$ cat src/rtl/msg_pkg.sv
// Shared definitions for the message streamer.
// Holds the FSM state encoding and the terminator constant, which is the
// all-ones word truncated to whatever ROM width the streamer is built with.
package msg_pkg;

    typedef enum logic [1:0] {
        ST_IDLE   = 2'd0,
        ST_FETCH  = 2'd1,
        ST_EMIT   = 2'd2,
        ST_FINISH = 2'd3
    } msg_state_t;

    localparam int unsigned TERM_MAX_W = 64;
    localparam logic [TERM_MAX_W-1:0] TERM_ALL = '1;

endpackage

$ cat src/rtl/message_streamer_if.sv
// Character stream from the message streamer to its sink.
//   out_valid : out_data holds a character
//   out_ready : sink accepts the character this cycle
//   out_data  : character word, attribute bit included
//   out_last  : final character of a non-looping message
interface message_streamer_if #(
    parameter int unsigned DATA_W = 9
) ();
    logic              out_valid;
    logic              out_ready;
    logic [DATA_W-1:0] out_data;
    logic              out_last;

    modport master (
        output out_valid,
        output out_data,
        output out_last,
        input  out_ready
    );

    modport slave (
        input  out_valid,
        input  out_data,
        input  out_last,
        output out_ready
    );
endinterface

$ cat src/rtl/msg_base_table.sv
// Combinational message start-address lookup.
//   i_msg_sel : message index; indices with no table entry map to entry 0
//   o_base    : start address of the selected message
module msg_base_table #(
    parameter int unsigned ADDR_W    = 8,
    parameter int unsigned MSG_COUNT = 4,
    parameter logic [MSG_COUNT*ADDR_W-1:0] MSG_BASE = '0,
    parameter int unsigned SEL_W     = 2
) (
    input  logic [SEL_W-1:0]  i_msg_sel,
    output logic [ADDR_W-1:0] o_base
);

    // Constant-index scan keeps every slice static; unmatched selects fall back to entry 0.
    always_comb begin
        o_base = MSG_BASE[ADDR_W-1:0];
        for (int unsigned i = 0; i < MSG_COUNT; i++) begin
            if (32'(i_msg_sel) == i) begin
                o_base = MSG_BASE[i*ADDR_W +: ADDR_W];
            end
        end
    end

endmodule

$ cat src/rtl/message_streamer.sv
// Streams terminator-delimited messages out of an external combinational ROM.
//   clk, rst_n      : rising-edge clock, asynchronous active-low reset
//   start, msg_sel  : begin streaming the selected message (ignored while busy)
//   loop_en, abort  : repeat at terminator / cancel the stream
//   rom_addr/data   : ROM read port, data returned in the same cycle
//   stream          : valid/ready character output with out_last marker
//   busy, done      : non-idle flag, one-cycle end-of-message pulse
//   char_count      : saturating count of accepted characters since start
module message_streamer
    import msg_pkg::*;
#(
    parameter int unsigned DATA_W    = 9,
    parameter int unsigned ADDR_W    = 8,
    parameter int unsigned MSG_COUNT = 4,
    parameter logic [MSG_COUNT*ADDR_W-1:0] MSG_BASE = '0,
    localparam int unsigned SEL_W    = (MSG_COUNT > 1) ? $clog2(MSG_COUNT) : 1
) (
    input  logic              clk,
    input  logic              rst_n,
    input  logic              start,
    input  logic [SEL_W-1:0]  msg_sel,
    input  logic              loop_en,
    input  logic              abort,
    output logic [ADDR_W-1:0] rom_addr,
    input  logic [DATA_W-1:0] rom_data,
    output logic              busy,
    output logic              done,
    output logic [ADDR_W:0]   char_count,
    message_streamer_if.master stream
);

    localparam logic [DATA_W-1:0] TERM = DATA_W'(TERM_ALL);

    msg_state_t        r_state, w_state_nxt;
    logic [ADDR_W-1:0] r_ptr, w_ptr_nxt;
    logic [ADDR_W-1:0] r_base, w_base_nxt;
    logic              r_wrap, w_wrap_nxt;
    logic [DATA_W-1:0] r_data, w_data_nxt;
    logic              r_valid, w_valid_nxt;
    logic [ADDR_W:0]   r_count, w_count_nxt;
    logic              r_done, w_done_nxt;
    logic              r_busy, w_busy_nxt;
    logic [ADDR_W-1:0] w_table_base;
    logic [ADDR_W:0]   w_ptr_inc;
    logic              w_term;

    msg_base_table #(
        .ADDR_W    (ADDR_W),
        .MSG_COUNT (MSG_COUNT),
        .MSG_BASE  (MSG_BASE),
        .SEL_W     (SEL_W)
    ) u_base_table (
        .i_msg_sel (msg_sel),
        .o_base    (w_table_base)
    );

    // Carry out of the pointer means the address space ran out; that reads as a terminator.
    assign w_ptr_inc = {1'b0, r_ptr} + (ADDR_W+1)'(1);
    assign w_term    = (rom_data == TERM) || r_wrap;

    // State and datapath registers
    always_ff @(posedge clk or negedge rst_n) begin
        if (!rst_n) begin
            r_state <= ST_IDLE;
            r_ptr   <= '0;
            r_base  <= '0;
            r_wrap  <= 1'b0;
            r_data  <= '0;
            r_valid <= 1'b0;
            r_count <= '0;
            r_done  <= 1'b0;
            r_busy  <= 1'b0;
        end else begin
            r_state <= w_state_nxt;
            r_ptr   <= w_ptr_nxt;
            r_base  <= w_base_nxt;
            r_wrap  <= w_wrap_nxt;
            r_data  <= w_data_nxt;
            r_valid <= w_valid_nxt;
            r_count <= w_count_nxt;
            r_done  <= w_done_nxt;
            r_busy  <= w_busy_nxt;
        end
    end

    // Next-state and datapath decisions
    always_comb begin
        w_state_nxt = r_state;
        w_ptr_nxt   = r_ptr;
        w_base_nxt  = r_base;
        w_wrap_nxt  = r_wrap;
        w_data_nxt  = r_data;
        w_valid_nxt = r_valid;
        w_count_nxt = r_count;

        case (r_state)
            ST_IDLE: begin
                if (start) begin
                    w_base_nxt  = w_table_base;
                    w_ptr_nxt   = w_table_base;
                    w_wrap_nxt  = 1'b0;
                    w_count_nxt = '0;
                    w_state_nxt = ST_FETCH;
                end
            end
            ST_FETCH: begin
                if (w_term) begin
                    w_state_nxt = ST_FINISH;
                end else begin
                    w_data_nxt  = rom_data;
                    w_valid_nxt = 1'b1;
                    w_ptr_nxt   = w_ptr_inc[ADDR_W-1:0];
                    w_wrap_nxt  = w_ptr_inc[ADDR_W];
                    w_state_nxt = ST_EMIT;
                end
            end
            ST_EMIT: begin
                if (stream.out_ready) begin
                    if (r_count != '1) begin
                        w_count_nxt = r_count + (ADDR_W+1)'(1);
                    end
                    if (!w_term) begin
                        // Next word is already on rom_data: load it with no bubble.
                        w_data_nxt = rom_data;
                        w_ptr_nxt  = w_ptr_inc[ADDR_W-1:0];
                        w_wrap_nxt = w_ptr_inc[ADDR_W];
                    end else if (loop_en) begin
                        w_ptr_nxt   = r_base;
                        w_wrap_nxt  = 1'b0;
                        w_valid_nxt = 1'b0;
                        w_state_nxt = ST_FETCH;
                    end else begin
                        w_valid_nxt = 1'b0;
                        w_state_nxt = ST_FINISH;
                    end
                end
            end
            ST_FINISH: begin
                w_state_nxt = ST_IDLE;
            end
            default: begin
                w_state_nxt = ST_IDLE;
            end
        endcase

        // Abort overrides any acceptance in the same cycle, so the count is held too.
        if (abort && (r_state != ST_IDLE)) begin
            w_state_nxt = ST_IDLE;
            w_valid_nxt = 1'b0;
            w_count_nxt = r_count;
        end

        w_done_nxt = (w_state_nxt == ST_FINISH);
        w_busy_nxt = (w_state_nxt != ST_IDLE);
    end

    assign rom_addr         = r_ptr;
    assign busy             = r_busy;
    assign done             = r_done;
    assign char_count       = r_count;
    assign stream.out_valid = r_valid;
    assign stream.out_data  = r_data;
    // Looks at the word behind the current character, so it is combinational by nature.
    assign stream.out_last  = (r_state == ST_EMIT) && w_term && !loop_en;

endmodule
$ cat src/flat_wrapper.sv
// flat-port wrapper written by rule: the top's interface ports become plain ports
module message_streamer_flat import msg_pkg::*;
#(
    parameter int unsigned DATA_W    = 9,
    parameter int unsigned ADDR_W    = 8,
    parameter int unsigned MSG_COUNT = 4,
    parameter logic [MSG_COUNT*ADDR_W-1:0] MSG_BASE = '0,
    localparam int unsigned SEL_W    = (MSG_COUNT > 1) ? $clog2(MSG_COUNT) : 1
)
  (clk, rst_n, start, msg_sel, loop_en, abort, rom_addr, rom_data, busy, done, char_count, stream_out_valid, stream_out_data, stream_out_last, stream_out_ready);
  message_streamer_if #(.DATA_W(DATA_W)) stream_i ();
  input  logic clk;
  input  logic rst_n;
  input  logic start;
  input  logic [SEL_W-1:0] msg_sel;
  input  logic loop_en;
  input  logic abort;
  output logic [ADDR_W-1:0] rom_addr;
  input  logic [DATA_W-1:0] rom_data;
  output logic busy;
  output logic done;
  output logic [ADDR_W:0] char_count;
  output wire logic [$bits(stream_i.out_valid)-1:0] stream_out_valid;
  output wire logic [$bits(stream_i.out_data)-1:0] stream_out_data;
  output wire logic [$bits(stream_i.out_last)-1:0] stream_out_last;
  input wire logic [$bits(stream_i.out_ready)-1:0] stream_out_ready;
  assign stream_out_valid = stream_i.out_valid;
  assign stream_out_data = stream_i.out_data;
  assign stream_out_last = stream_i.out_last;
  assign stream_i.out_ready = stream_out_ready;
  message_streamer #(.DATA_W(DATA_W), .ADDR_W(ADDR_W), .MSG_COUNT(MSG_COUNT), .MSG_BASE(MSG_BASE)) u_core (.clk(clk), .rst_n(rst_n), .start(start), .msg_sel(msg_sel), .loop_en(loop_en), .abort(abort), .rom_addr(rom_addr), .rom_data(rom_data), .busy(busy), .done(done), .char_count(char_count), .stream(stream_i));
endmodule
$ cat config.mk
export PLATFORM = sky130hd
export DESIGN_NAME = message_streamer_flat
export DESIGN_NICKNAME = d
export VERILOG_FILES = /design/src/rtl/msg_pkg.sv /design/src/rtl/message_streamer_if.sv /design/src/rtl/msg_base_table.sv /design/src/rtl/message_streamer.sv /design/src/flat_wrapper.sv
export SDC_FILE = /design/constraint.sdc
export NUM_CORES = 1
export LEC_CHECK = 0
export ABC_AREA = 1
export BUFFER_PORTS_ARGS = -buffer_cell sky130_fd_sc_hd__buf_2
export CORE_MARGIN = 2
export CORE_UTILIZATION = 35
export CTS_CLUSTER_SIZE = 20
export DETAILED_ROUTE_END_ITERATION = 16
export PLACE_DENSITY = 0.68
export SLEW_MARGIN = 20
export SYNTH_ARGS = -nofsm -noshare
export SYNTH_HDL_FRONTEND = slang
export SYNTH_SLANG_ARGS = --single-unit
$ cat constraint.sdc
create_clock -name clk -period 2.5 [get_ports clk]
set_clock_uncertainty 0.2 [all_clocks]
set_input_delay 0.75 -clock clk [delete_from_list [all_inputs] [get_ports clk]]
set_output_delay 0.75 -clock clk [all_outputs]
set_load 0.01 [all_outputs]
==> flow_summary.json <==
{
  "power_frac_comb_pct": 49.6,
  "final-hold-violation-count": 0,
  "cts.clk_slew.worst_paths_ps": 60,
  "p_clk_share_pct": 19.5,
  "switching_share_pct": 40.3,
  "slew_violations": 0,
  "synth_top_cell_area_share_pct": 43.3,
  "multiInputGateArea_um2": 896,
  "finalInstanceArea_um2": 2290,
  "critPathLaunchType": "input port",
  "cts_inserted_buffers": 5,
  "cts.path.max_buffers": 2,
  "synthCells": 203,
  "synth_nets": 227,
  "final_nets": 281,
  "layout_commonest_cell": "buf_2",
  "fin_crit_ps": 2370,
  "regArea_um2": 801,
  "ctsHoldBuffers": 0,
  "diodes": 0,
  "grt-ovfl-total": 0,
  "yosysSeqAreaShare_pct": 43.3,
  "syn_area_um2": 1850,
  "internal-power_mw": 1.47,
  "switchingPower_uw": 992,
  "route.final.wire_length_mm": 3.52,
  "io_buffers": 44,
  "final.setup.tns_ps": 0,
  "placed_area_um2": 2160,
  "dr.first_iter.drc_count": 29,
  "peakVddDrop_uv": 346,
  "cts_root_buffer": "clkbuf_8",
  "die_y_um": 76.7,
  "yosys-top-cells-area": "dfrtp_1 (43%), nand2_1 (7.5%), mux2_2 (5.5%)",
  "setup_violations": 0,
  "detail-route-antenna-nets": 0,
  "period_share_pct": 94.9,
  "crit_arrival_ps": 1420,
  "dp_hpwl_mm": 2.74,
  "dieArea_um2": 5880,
  "clk_latency_ps": 280,
  "vias_per_cell": 4.53,
  "tightest_slew_ps": 703,
  "syn_area_per_cell_um2": 9.11,
  "status": "finished clean",
  "rsz0062_at_grt": "true",
  "cts_tree": "built",
  "layout-drive-gt1-share_pct": 40.3,
  "rows": 26,
  "io_pins": 47,
  "drv_cap": 0,
  "core_area_um2": 5110,
  "fmax_mhz": 422,
  "end_kind": "output pin",
  "p_leak_nw": 1.15,
  "die_w_um": 76.7,
  "synth_top_area_cell": "dfrtp_1",
  "slew_headroom_pct": 53.1,
  "track_usage_pct": 13.1,
  "antenna_found_initial": 0,
  "synth_cell_types": 33,
  "critPathKind": "in2out",
  "cellPowerDensity_nw_per_um2": 1080,
  "seqPwrFrac_pct": 30.9,
  "wl_per_cell_um": 10.7,
  "cp.required_ps": 1550,
  "crit_fanout": 2,
  "ys_ff_latch": 32,
  "ys_warn_count": 0,
  "first_pass_iters": 4,
  "final_cell_mix": "buf_2 (44), nand2_1 (36), dfrtp_1 (32), inv_1 (25), nor2_1 (18)",
  "htreeDepth": 2,
  "drc_errors": 0,
  "gp_congestion": 0.801,
  "power_mw": 2.46,
  "grt_max_degree": 33,
  "min_path_type": "reg2reg",
  "initial_utilization_pct": 36.2,
  "syn_to_final_growth_pct": 23.7,
  "vias": 1486,
  "clock_sinks": 32,
  "n_fill_cell": 516,
  "grt_pass1_wl_mm": 6.27,
  "grt_pass1_vias": 1397
}
power by group through the flow:
stage	logic (mW)	clock network [mW]	registers [mW]
after floorplan	0.865	0	0.836
after global placement	1.20	0	0.759
after detailed placement	1.22	0	0.768
after CTS	1.22	0.498	0.758
after global routing	1.38	0.525	0.788
final	1.22	0.481	0.760
final cells by class:
class	count	area share [%]
multi-input cells	136	39.1
inverters	32	5.74
clock buffers	6	3.17
flip-flops and latches	32	35.0
well taps	70	3.83
repair buffers	50	11.6
clock inverters	2	1.53
flip-flops by register name, summed over array words and instances (netlist names):
name / count
u_core.busy: 1
u_core.char_count: 9
u_core.done: 1
u_core.r_state: 2
u_core.r_wrap: 1
u_core.rom_addr: 8
u_core.stream.out_data: 9
u_core.stream.out_valid: 1
final timing paths:
kind | startpoint | end | slack (ps) | cells after the start
max | rom_data[7] | stream_out_last | 130 | 8
min | u_core.stream.out_data[8]$_DFFE_PN0P_ | u_core.stream.out_data[8]$_DFFE_PN0P_ | 300 | 1
max reg2reg | u_core.char_count[0]$_DFFE_PN0P_ | u_core.char_count[4]$_DFFE_PN0P_ | 200 | 14
min reg2reg | u_core.stream.out_data[8]$_DFFE_PN0P_ | u_core.stream.out_data[8]$_DFFE_PN0P_ | 300 | 1
max in group asynchronous | rst_n | u_core.stream.out_data[3]$_DFFE_PN0P_ | 1330 | 1
min in group asynchronous | rst_n | u_core.char_count[1]$_DFFE_PN0P_ | 320 | 1
metal layers:
metal  global-route usage (%)  part of all wire, %
met5                        0                    0
met4                     4.91                 0.74
met3                     3.76                  5.1
met2                     21.0                   48
met1                     16.7                   47
logic make-up after synthesis:
| logic type | share of synthesized area (%) |
|---|---|
| simple gates | 25.2 |
| buf+inv | 9.40 |
| flops | 43.3 |
| compound gates | 11.4 |
| mux | 5.48 |
| fa+ha+maj | 4.74 |
| xor+xnor | 0.474 |
Yosys cell counts, drive strengths merged:
master  number
a21oi       11
buf          3
clkinv       1
dfrtp       32
ha           7
inv         31
mux2         9
nand2       42
nand3       16
nor2        23
nor3         4
nor3b        3
nor4         1
o211a        1
o21a         1
o21ai       15
o22ai        1
o31ai        1
xor2         1
through the flow:
step / setup WS, ps / util, % / hold WS (ps) / cells
final: 129 / 44.8 / 299 / 328
after global routing: -15.5 / 44.8 / 325 / 328
after CTS: 7.28 / 44.4 / 304 / 328
after detailed placement: 79.5 / 42.3 / 290 / 320
after global placement: 63.8 / 42.3 / 283 / 320
after floorplan: 314 / - / 254 / 203
timing repair:
| action | in CTS | in global routing |
|---|---|---|
| gates cloned | 0 | 0 |
| resized for setup | 1 | 4 |
| buffers inserted | 0 | 0 |
| endpoints found under the setup margin | 1 | 5 |
critical path, stage by stage:
cell	delay, ps
buf_2	90
nand3_1	70
nor2_1	110
nand2_1	80
nand2_2	70
nand2_2	80
inv_1	60
buf_2	120
Power figures use the tool's default switching activity.
